--- src/rtl/bch63326_rx_deframer.sv ---
// bch63326_rx_deframer: serial bit stream to 63-bit BCH codeword deframer with a held output register and drop accounting.
module bch63326_rx_deframer #(
  parameter int MSB_FIRST  = 1,
  parameter int DROP_CNT_W = 8
) (
  input  logic                  clk,
  input  logic                  rst,
  input  logic                  bit_in,
  input  logic                  bit_valid,
  input  logic                  frame_start,
  output logic [62:0]           cw_out,
  output logic                  cw_valid,
  input  logic                  cw_ready,
  output logic                  frame_error,
  output logic                  overflow,
  output logic [DROP_CNT_W-1:0] drop_count
);
  typedef enum logic {IDLE, COLLECT} state_t;
  state_t                state_q, state_d;
  logic [5:0]            cnt_q, cnt_d, pos, idx;
  logic [62:0]           sr_q, sr_d, cw_q, cw_d;
  logic                  cw_valid_q, cw_valid_d, fe_q, fe_d, ov_q, ov_d;
  logic [DROP_CNT_W-1:0] dc_q, dc_d;
  logic                  take, done, free;
  always_ff @(posedge clk) begin
    if (rst) begin
      state_q    <= IDLE;
      cnt_q      <= '0;
      sr_q       <= '0;
      cw_q       <= '0;
      cw_valid_q <= 1'b0;
      fe_q       <= 1'b0;
      ov_q       <= 1'b0;
      dc_q       <= '0;
    end else begin
      state_q    <= state_d;
      cnt_q      <= cnt_d;
      sr_q       <= sr_d;
      cw_q       <= cw_d;
      cw_valid_q <= cw_valid_d;
      fe_q       <= fe_d;
      ov_q       <= ov_d;
      dc_q       <= dc_d;
    end
  end
  always_comb begin
    take    = bit_valid && (frame_start || state_q == COLLECT);
    pos     = (frame_start || state_q == IDLE) ? 6'd0 : cnt_q;
    done    = take && pos == 6'd62;
    state_d = !take ? state_q : done ? IDLE : COLLECT;
    cnt_d   = !take ? cnt_q : done ? 6'd0 : pos + 6'd1;
  end
  always_comb begin
    idx  = (MSB_FIRST != 0) ? 6'd62 - pos : pos;
    sr_d = (take && frame_start) ? 63'd0 : sr_q;
    if (take) sr_d[idx] = bit_in;
    free       = !cw_valid_q || cw_ready;
    cw_d       = (done && free) ? sr_d : cw_q;
    cw_valid_d = (done && free) || (cw_valid_q && !cw_ready);
    fe_d       = take && frame_start && state_q == COLLECT;
    ov_d       = done && !free;
    dc_d       = (ov_d && !(&dc_q)) ? dc_q + 1'b1 : dc_q;
  end
  assign cw_out      = cw_q;
  assign cw_valid    = cw_valid_q;
  assign frame_error = fe_q;
  assign overflow    = ov_q;
  assign drop_count  = dc_q;
endmodule

--- config.mk ---
export PLATFORM = sky130hd
export DESIGN_NAME = bch63326_rx_deframer
export DESIGN_NICKNAME = d
export VERILOG_FILES = /design/src/rtl/bch63326_rx_deframer.sv
export SDC_FILE = /design/constraint.sdc
export NUM_CORES = 1
export LEC_CHECK = 0
export ABC_AREA = 1
export CORE_ASPECT_RATIO = 0.9
export CORE_MARGIN = 1.5
export CORE_UTILIZATION = 30
export DETAILED_ROUTE_END_ITERATION = 12
export PLACE_DENSITY = 0.48
export SYNTH_ARGS = -nofsm -noshare
export SYNTH_HDL_FRONTEND = slang
export SYNTH_SLANG_ARGS = --single-unit
export TNS_END_PERCENT = 5
--- constraint.sdc ---
create_clock -name clk -period 3 [get_ports clk]
set_clock_uncertainty 0.15 [all_clocks]
set_input_delay 0.3 -clock clk [delete_from_list [all_inputs] [get_ports clk]]
set_output_delay 0.3 -clock clk [all_outputs]
set_load 0.05 [all_outputs]
==> summary.txt <==
Rel. slew slack -> 49.91%
post-cts sizing count -> 0
Total GRT Usage -> 16.65%
clk sinks -> 144
total routed wirelength -> 19850 um
die area -> 24380 um^2
FF-to-FF setup slack -> 0.52 ns
Tot Pwr -> 0.004275 W
max_cap viols -> 0
number of primary I/O pins -> 80
RSZ-0062 raised after global routing -> false
clock buffer depth -> 2
CTS Buf Count -> 17
# DRC -> 0
yosys warns -> 0
Synth Flop Type -> dfxtp_1
largest net degree at the start of global routing -> 74
Distinct cells, synth -> 28
Hold EP -> drop_count[4]
Final setup viols -> 0
worst skew pair latency -> 0.43 ns
worst-margin pin slew -> 0.7463 ns
CTS root buffer -> clkbuf_16
Overflow after GRT -> 0
# rows -> 52
Psw -> 0.0009446 W
Final Util -> 38.80%
HP Start -> rst
drt pass-1 iters -> 5
Power Density -> 483.8 nW/um^2
GP Congestion -> 0.8191
Synth Area in XOR/XNOR -> 0.9605%
Port Buffers -> 79
min Tclk post-route -> 2.475 ns
post-cts hold buffer count -> 0
first-pass GRT wire length -> 32000 um
n_diodes -> 0
Initial Util -> 30.89%
CTS tree -> yes
Worst R2R Path Depth -> 11
simple-gate portion of the synthesized area -> 37.69%
Max Clk Rate -> 404.0 MHz
CP arrival -> 2.70 ns
initial DRC count -> 423
critical path required time -> 3.23 ns
vias in the first global route -> 6029
largest family of logic cells by synthesized area -> simple AND/OR/NAND/NOR gates
Synth Area in Compound Gates -> 6.724%
Mapped Area -> 7034 um^2
initial antenna violation count -> 0
Hold/Removal Path Class -> input pin to flop
Setup crit start kind -> flop
internal power -> 0.003330 W
Final Cycle Share -> 82.50%
Reg clk slew, reported paths -> 0.06 ns
setup bufs post-CTS -> 0
EDFF count, synth -> 0
status -> completed
Net Sw Frac -> 22.10%
Core ar. -> 22770 um^2
post-route ant nets -> 0
Mapped Nets -> 1058
commonest cells after routing, fill and taps aside -> 213 x nand2_1, 148 x inv_1, 145 x nor2_1
capturing point of the worst reg2reg path -> cw_out[9]
part of the power in registers -> 44.9%
Via density -> 4.762
Clk pwr share -> 52.3%
most common cell after layout, fill and taps aside -> nand2_1
crit path max fanout -> 16
Fin Setup TNS -> 0 ns
DIE WIDTH -> 164.4 um
nets@finish -> 1115
routed vias -> 6738
FFs w/ async S/R, synth -> 0%
synthesis-stage register bit count -> 144
worst r2r src -> state_q
sequential element share of the synthesized area -> 40.98%
detailed-placement wirelength estimate -> 11880 um
mean post-synth cell area -> 6.706 um^2
Area Growth Syn to Fin -> 25.60%
count of final hold-check violations -> 0
WS Path Type -> flop to flop
Comb power frac -> 2.8%
Final Max Slew Viols -> 0
Lkg Pwr -> 3.859 nW
fraction of layout cells with a size suffix above 1 -> 7.692%
Post-Synthesis Cells -> 1049
H-tree levels -> 4
hold depth -> 2
drt wl/cell -> 14.03 um
mux cell area share after synthesis -> 0%
Worst setup EP type -> flop
adder-cell share of the synthesized area -> 0.5336%
Worst VDD drop -> 0.2949 mV
die height -> 148.3 um
==> registers in the layout, indices dropped and copies added (netlist names) <==
register	count
frame_error	1
overflow	1
drop_count	8
state_q	1
cw_valid	1
sr_q	63
cw_out	63
cnt_q	6
==> cell families (layout without fill, tap and decap cells) <==
group	Yosys count	in the layout
AO/OA/AOI/OAI	88	88
XOR/XNOR	6	6
adder cells (fa/ha/maj)	3	3
buffers and inverters	230	299
flip-flops	144	144
AND/OR/NAND/NOR	578	578
==> worst max-delay path, cell delays in order, from the launching register on <==
cell,delay [ns]
dfxtp_1,0.44
nand3_2,0.20
inv_1,0.13
ha_1,0.23
nand2_1,0.09
nand2_1,0.07
nand2_1,0.22
nor2_4,0.44
nand4_1,0.18
nand3_1,0.16
nand2_1,0.06
inv_1,0.04
==> synth_stat cells, types with 2 or more instances <==
| cell type | n | share of area, % |
|---|---|---|
| a21oi_1 | 71 | 5.1 |
| buf_1 | 6 | 0.32 |
| buf_2 | 29 | 2.1 |
| buf_4 | 6 | 0.64 |
| clkbuf_1 | 38 | 2.0 |
| dfxtp_1 | 144 | 41 |
| ha_1 | 3 | 0.53 |
| inv_1 | 148 | 7.9 |
| inv_2 | 3 | 0.16 |
| nand2_1 | 214 | 11 |
| nand2_2 | 2 | 0.18 |
| nand3_1 | 73 | 5.2 |
| nand4_1 | 133 | 12 |
| nor2_1 | 145 | 7.7 |
| nor2_4 | 5 | 0.80 |
| nor3_1 | 3 | 0.21 |
| o211ai_1 | 4 | 0.43 |
| o21ai_0 | 4 | 0.28 |
| o21ai_1 | 3 | 0.21 |
| o32ai_1 | 4 | 0.50 |
| xnor2_1 | 2 | 0.25 |
| xor2_1 | 2 | 0.25 |
| xor2_2 | 2 | 0.46 |
==> worst max-delay path by stage <==
stage	startpoint	endpoint	slack [ns]	depth (start not counted)
2_1_floorplan	state_q	cw_out[55]	0.68	13
3_3_place_gp	frame_start	cw_out[9]	0.19	14
3_5_place_dp	frame_start	cw_out[7]	0.13	13
4_1_cts	state_q	cw_out[7]	0.54	11
5_1_grt	state_q	cw_out[12]	0.26	11
6_report	state_q	cw_out[9]	0.52	11
==> layer usage <==
| layer | up-vias | global-route usage, % | part of all wire, % |
|---|---|---|---|
| met4 | 0 | 4.730 | 1.1 |
| met1 | 3069 | 23.34 | 50 |
| met2 | 130 | 25.84 | 45 |
| met3 | 15 | 3.291 | 3.6 |
| met5 | - | 0 | 0 |
| li1 | 3524 | - | - |
==> power groups by stage <==
stage	logic [W]	clock network, W	registers [W]
3_3_place_gp	0.000122	0	0.00196
6_report	0.000120	0.00224	0.00192
2_1_floorplan	0.0000713	0	0.00196
3_5_place_dp	0.000121	0	0.00196
5_1_grt	0.000130	0.00236	0.00192
4_1_cts	0.000121	0.00229	0.00192
==> per-stage QoR <==
step / hold WS (ns) / instance area [um^2] / instances / setup slack, ns
final: 0.2102 / 8835 / 1415 / 0.5249
after global routing: 0.2269 / 8835 / 1415 / 0.2574
after CTS: 0.2089 / 8835 / 1415 / 0.5393
after detailed placement: 0.3318 / 8220 / 1384 / 0.1289
after global placement: 0.3270 / 8220 / 1384 / 0.1908
after floorplan: 0.3075 / 7034 / 1049 / 0.6807
==> layout make-up <==
| class | instances | area [um^2] |
|---|---|---|
| tap | 297 | 371.6 |
| timing repair buffer | 117 | 1144 |
| sequential | 144 | 2883 |
| inverter | 151 | 568.0 |
| multi-input combinational | 675 | 3254 |
| fill | 2418 | 13940 |
| clock buffer | 21 | 480.5 |
| clock inverter | 10 | 133.9 |
No activity file was read; power rests on OpenSTA's default activity.
